[config.mk]
export PLATFORM = sky130hd
export DESIGN_NAME = serial_adder
export DESIGN_NICKNAME = d
export VERILOG_FILES = /design/src/rtl/serial_adder_pkg.sv /design/src/rtl/serial_adder_fa_cell.sv /design/src/rtl/serial_adder.sv
export SDC_FILE = /design/constraint.sdc
export NUM_CORES = 1
export LEC_CHECK = 0
export CAP_MARGIN = 20
export CELL_PAD_IN_SITES_DETAIL_PLACEMENT = 0
export CELL_PAD_IN_SITES_GLOBAL_PLACEMENT = 1
export CORE_ASPECT_RATIO = 1.25
export CORE_MARGIN = 2
export CORE_UTILIZATION = 39
export CTS_BUF_LIST = sky130_fd_sc_hd__clkbuf_4 sky130_fd_sc_hd__clkbuf_8 sky130_fd_sc_hd__clkbuf_16
export DETAILED_ROUTE_END_ITERATION = 16
export PLACE_DENSITY = 0.83
export SLEW_MARGIN = 5
export SYNTH_ARGS = -nofsm -noshare
export SYNTH_HDL_FRONTEND = slang
export SYNTH_SLANG_ARGS = --single-unit
[constraint.sdc]
create_clock -name clk -period 1.7 [get_ports clk]
set_clock_uncertainty 0.1 [all_clocks]
set_input_delay 0.17 -clock clk [delete_from_list [all_inputs] [get_ports clk]]
set_output_delay 0.17 -clock clk [all_outputs]
set_load 0.02 [all_outputs]
[src/rtl/serial_adder_pkg.sv]
// Shared definitions for the bit-serial adder: FSM state type and default operand width.
package serial_adder_pkg;

    localparam int DEFAULT_WIDTH = 8;

    typedef enum logic [1:0] {
        IDLE = 2'd0,
        RUN  = 2'd1,
        DONE = 2'd2
    } state_t;

endpackage

[src/rtl/serial_adder_fa_cell.sv]
// One-bit full-adder cell used by the serial adder datapath (purely combinational).
module fa_cell (
    input  logic a,
    input  logic b,
    input  logic ci,
    output logic s,
    output logic co
);

    assign s  = a ^ b ^ ci;
    assign co = (a & b) | (a & ci) | (b & ci);

endmodule

[src/rtl/serial_adder.sv]
// Bit-serial adder: computes a_in + b_in + cin one bit per clock, LSB first.
// Optional feature: define SERIAL_ADDER_OVF_EN to add the registered two's-complement
// overflow output ovf.
module serial_adder
    import serial_adder_pkg::*;
#(
    parameter int WIDTH = DEFAULT_WIDTH
) (
    input  logic             clk,
    input  logic             rst,
    input  logic             start,
    input  logic [WIDTH-1:0] a_in,
    input  logic [WIDTH-1:0] b_in,
    input  logic             cin,
    output logic             busy,
    output logic             done,
    output logic [WIDTH-1:0] sum,
`ifdef SERIAL_ADDER_OVF_EN
    output logic             cout,
    output logic             ovf
`else
    output logic             cout
`endif
);

    // Counter wide enough to hold WIDTH itself, so it never wraps before the last bit.
    localparam int CW = $clog2(WIDTH + 1);

    state_t           state;
    logic [WIDTH-1:0] a_sr;
    logic [WIDTH-1:0] b_sr;
    logic [WIDTH-1:0] s_sr;
    logic [WIDTH-1:0] s_sr_next;
    logic             carry;
    logic [CW-1:0]    cnt;
    logic             last_bit;
    logic             fa_s;
    logic             fa_co;

    fa_cell u_fa_cell (
        .a  (a_sr[0]),
        .b  (b_sr[0]),
        .ci (carry),
        .s  (fa_s),
        .co (fa_co)
    );

    // New sum bit enters at the MSB; after WIDTH shifts the LSB lands at bit 0.
    assign s_sr_next = (s_sr >> 1) | (WIDTH'(fa_s) << (WIDTH - 1));
    assign last_bit  = (cnt == CW'(WIDTH - 1));

    // FSM, datapath shift registers and registered outputs.
    always_ff @(posedge clk) begin
        if (rst) begin
            state <= IDLE;
            a_sr  <= '0;
            b_sr  <= '0;
            s_sr  <= '0;
            carry <= 1'b0;
            cnt   <= '0;
            busy  <= 1'b0;
            done  <= 1'b0;
            sum   <= '0;
            cout  <= 1'b0;
`ifdef SERIAL_ADDER_OVF_EN
            ovf   <= 1'b0;
`endif
        end else begin
            unique case (state)
                IDLE, DONE: begin
                    done <= 1'b0;
                    if (start) begin
                        a_sr  <= a_in;
                        b_sr  <= b_in;
                        s_sr  <= '0;
                        carry <= cin;
                        cnt   <= '0;
                        busy  <= 1'b1;
                        state <= RUN;
                    end else begin
                        state <= IDLE;
                    end
                end
                RUN: begin
                    // start is deliberately ignored here.
                    a_sr  <= a_sr >> 1;
                    b_sr  <= b_sr >> 1;
                    s_sr  <= s_sr_next;
                    carry <= fa_co;
                    cnt   <= cnt + CW'(1);
                    if (last_bit) begin
                        busy  <= 1'b0;
                        done  <= 1'b1;
                        sum   <= s_sr_next;
                        cout  <= fa_co;
`ifdef SERIAL_ADDER_OVF_EN
                        // carry holds the carry into the MSB during the last bit.
                        ovf   <= carry ^ fa_co;
`endif
                        state <= DONE;
                    end
                end
                default: begin
                    busy  <= 1'b0;
                    done  <= 1'b0;
                    state <= IDLE;
                end
            endcase
        end
    end

endmodule

==> flow_summary_export.csv <==
group,metric,value,unit
global_route,grt_usage,0.148,
timing,rsz0062_at_grt,"false",
worst_setup_path,crit_path_end,"sum[5]$_SDFFE_PP0P_",
detailed_routing,antenna_left,0,
power,power.leakage,0.749,nW
detailed_routing,vias,1419,
floorplan,die_area,4920,um2
synth,syn-num-nets,207,
worst_setup_path,critPathKind,"reg -> reg",
synth,postSynthCellCount,185,
detailed_routing,via_per_inst,5.26,
floorplan,rows,26,
floorplan,core,4130,um2
floorplan,die_x,63.2,um
cts,path_clk_slew,0.07,ns
timing,max_freq,0.653,GHz
finish,diodes,0,
worst_setup_path,max_stage_delay,0.37,ns
synth,synth_seq_area_share,0.481,
worst_setup_path,start_kind,"flop",
finish,final_area,2160,um2
finish,nets,237,
timing,period_share,0.901,
global_route,antenna_found_initial,0,
finish,drive_gt1_frac,0.0748,
floorplan,dieHeight,78.0,um
cts,cts_setup_buffers,0,
worst_setup_path,worst-path-max-fanout,9,
finish,final_util,0.522,
global_route,grt-ovfl-total,0,
synth,syn_avg_cell_area,9.23,um2
worst_setup_path,r2r_start,"cnt[0]$_SDFFE_PP0P_",
place,dpl.hpwl,2350,um
worst_hold_path,hold_path_class,"in -> reg",
job,drv_cap,0,
synth,synth_area,1710,um2
place,gp_congestion,0.735,
detailed_routing,routed_wl,3390,um
worst_setup_path,cp_cell_sequence,"ha_1 -> nand3b_1 -> nor2_8 -> mux2i_1",
global_route,grt_pass1_wl,5840,um
detailed_routing,drc,0,
timing,final_hold_viol_count,0,
detailed_routing,first_iter_violations,68,
synth,synth_seq_cells,41,
cts,cts_resized,0,
worst_setup_path,crit_slowest_cell,"dfxtp_1",
detailed_routing,drtPass1Iterations,4,
status,status,"finished, final reports clean",
floorplan,ios,31,
worst_setup_path,cp-startpoint,"cnt[0]$_SDFFE_PP0P_",
worst_setup_path,timing.reg2reg.setup_slack,0.17,ns
cts,cts_buffers,5,
power,power_frac_comb,0.128,
floorplan,start_util,0.413,
cts,cts_buffer_depth,2,
power,p_int,1.38,mW
timing,fin_tns_setup,0,ns
cts,clock_latency,0.29,ns
timing,fin_crit,1.53,ns
finish,synthToLayoutAreaGrowth,26.5,%
detailed_routing,met3_wirelength,141,um
cts,h-tree-depth,2,
place,io_buffers,30,
place,pre_cts_ws,0.120,ns
worst_setup_path,r2r-end,"sum[5]$_SDFFE_PP0P_",
synth,ys_warn_count,0,
timing,setup_viol,0,
timing,relSlewSlack,0.756,
power,switching_share,0.244,
cts,cts_tree,"done",
cts,postCtsHoldBufs,0,
cts,root_buffer,"clkbuf_8",
cts,clock-sinks,41,
power,p_switching,445,uW
place,placed_cell_area,2080,um2
power,seqPwrFrac,0.558,
detailed_routing,wl_met1,1480,um
power,power_density,846,nW/um2
worst_setup_path,crit_required,1.82,ns
detailed_routing,routed.top_layer,"met4",
worst_setup_path,worst_setup_path_end_kind,"flop",
detailed_routing,route.met2.wl,1710,um
finish,final_common_cell,"dfxtp_1",
timing,worst_pin_slew,0.365,ns
finish,final_cell_mix,"41 x dfxtp_1, 30 x clkdlybuf4s50_1, 28 x a21oi_1",
timing,final.setup.worst_slack,0.168,ns
global_route,grt_max_degree,36,
power,clkPwrFrac,0.314,
worst_setup_path,r2r_cells,4,
global_route,first_global_vias,1376,
worst_setup_path,cp.arrival,1.65,ns
power,peakVddDrop,0.000572,V
power,total_power,1.83,mW
detailed_routing,wl_per_cell,12.6,um
timing,slew_viol_final,0,
synth,synth_cell_types,23,
-- state kept, by name, indices dropped and copies added, names as in the netlist --
signal	count
cout	1
sum	8
b_sr	8
state	2
done	1
busy	1
s_sr	7
cnt	4
carry	1
a_sr	8
-- power groups by stage --
| stage | clock (mW) | sequential, mW | combinational [mW] |
|---|---|---|---|
| after floorplan | 0 | 1.04 | 0.144 |
| after global placement | 0 | 1.04 | 0.229 |
| after detailed placement | 0 | 1.04 | 0.235 |
| after CTS | 0.589 | 1.02 | 0.236 |
| after global routing | 0.639 | 1.02 | 0.257 |
| final | 0.573 | 1.02 | 0.234 |
-- Yosys cell counts, drive strengths merged --
| cell | number | area share |
|---|---|---|
| a211oi | 3 | 0.013 |
| a21oi | 28 | 0.082 |
| a22oi | 15 | 0.066 |
| and2b | 1 | 0.0044 |
| buf | 10 | 0.037 |
| clkbuf | 6 | 0.013 |
| dfxtp | 41 | 0.48 |
| fa | 1 | 0.012 |
| ha | 1 | 0.0073 |
| inv | 1 | 0.0022 |
| mux2 | 2 | 0.013 |
| mux2i | 9 | 0.053 |
| nand2 | 10 | 0.022 |
| nand2b | 22 | 0.081 |
| nand3 | 26 | 0.076 |
| nand3b | 1 | 0.0044 |
| nand4 | 1 | 0.0037 |
| nor2 | 4 | 0.018 |
| nor2b | 1 | 0.0037 |
| nor3 | 1 | 0.0029 |
| nor3b | 1 | 0.0044 |
-- cell type report --
cell class	count	area, um2
clock buffer	5	68.8
multi-input combinational	127	797
sequential	41	821
tap	56	70.1
clock inverter	1	5.00
fill	412	1970
timing repair buffer	39	393
inverter	1	3.75
-- layer usage --
metal / up-vias / global-route usage
met5: - / 0
li1: 710 / -
met1: 677 / 0.159
met4: 0 / 0.0600
met2: 27 / 0.272
met3: 5 / 0.0362
-- worst min path at each step --
stage | start | endpoint | slack, ns | cells past startpoint
6_report | b_in[7] | b_sr[7]$_SDFFE_PP0P_ | 0.33 | 3
5_1_grt | b_in[7] | b_sr[7]$_SDFFE_PP0P_ | 0.33 | 3
4_1_cts | b_in[7] | b_sr[7]$_SDFFE_PP0P_ | 0.32 | 3
3_5_place_dp | done$_SDFFE_PP0N_ | done$_SDFFE_PP0N_ | 0.35 | 2
3_3_place_gp | done$_SDFFE_PP0N_ | done$_SDFFE_PP0N_ | 0.35 | 2
2_1_floorplan | a_in[7] | a_sr[7]$_SDFFE_PP0P_ | 0.21 | 2
-- through the flow --
step | instances | hold slack (ns)
final | 270 | 0.331
after global routing | 270 | 0.333
after detailed placement | 264 | 0.347
after CTS | 270 | 0.317
after floorplan | 185 | 0.206
after global placement | 264 | 0.351
-- kinds of logic after synthesis --
family                   synth area share
AO/OA/AOI/OAI                       0.161
buffers and inverters              0.0520
AND/OR/NAND/NOR                     0.221
multiplexers                       0.0660
adder cells (fa/ha/maj)            0.0191
flip-flops                          0.481
-- critical path: cells and delay by family, from the launching register on --
kind | cells | cell delay (ns)
adders and majority gates | 1 | 0.21
muxes | 1 | 0.21
and+or+nand+nor | 2 | 0.57
DFF | 1 | 0.37
No activity file was read; power rests on OpenSTA's default activity.
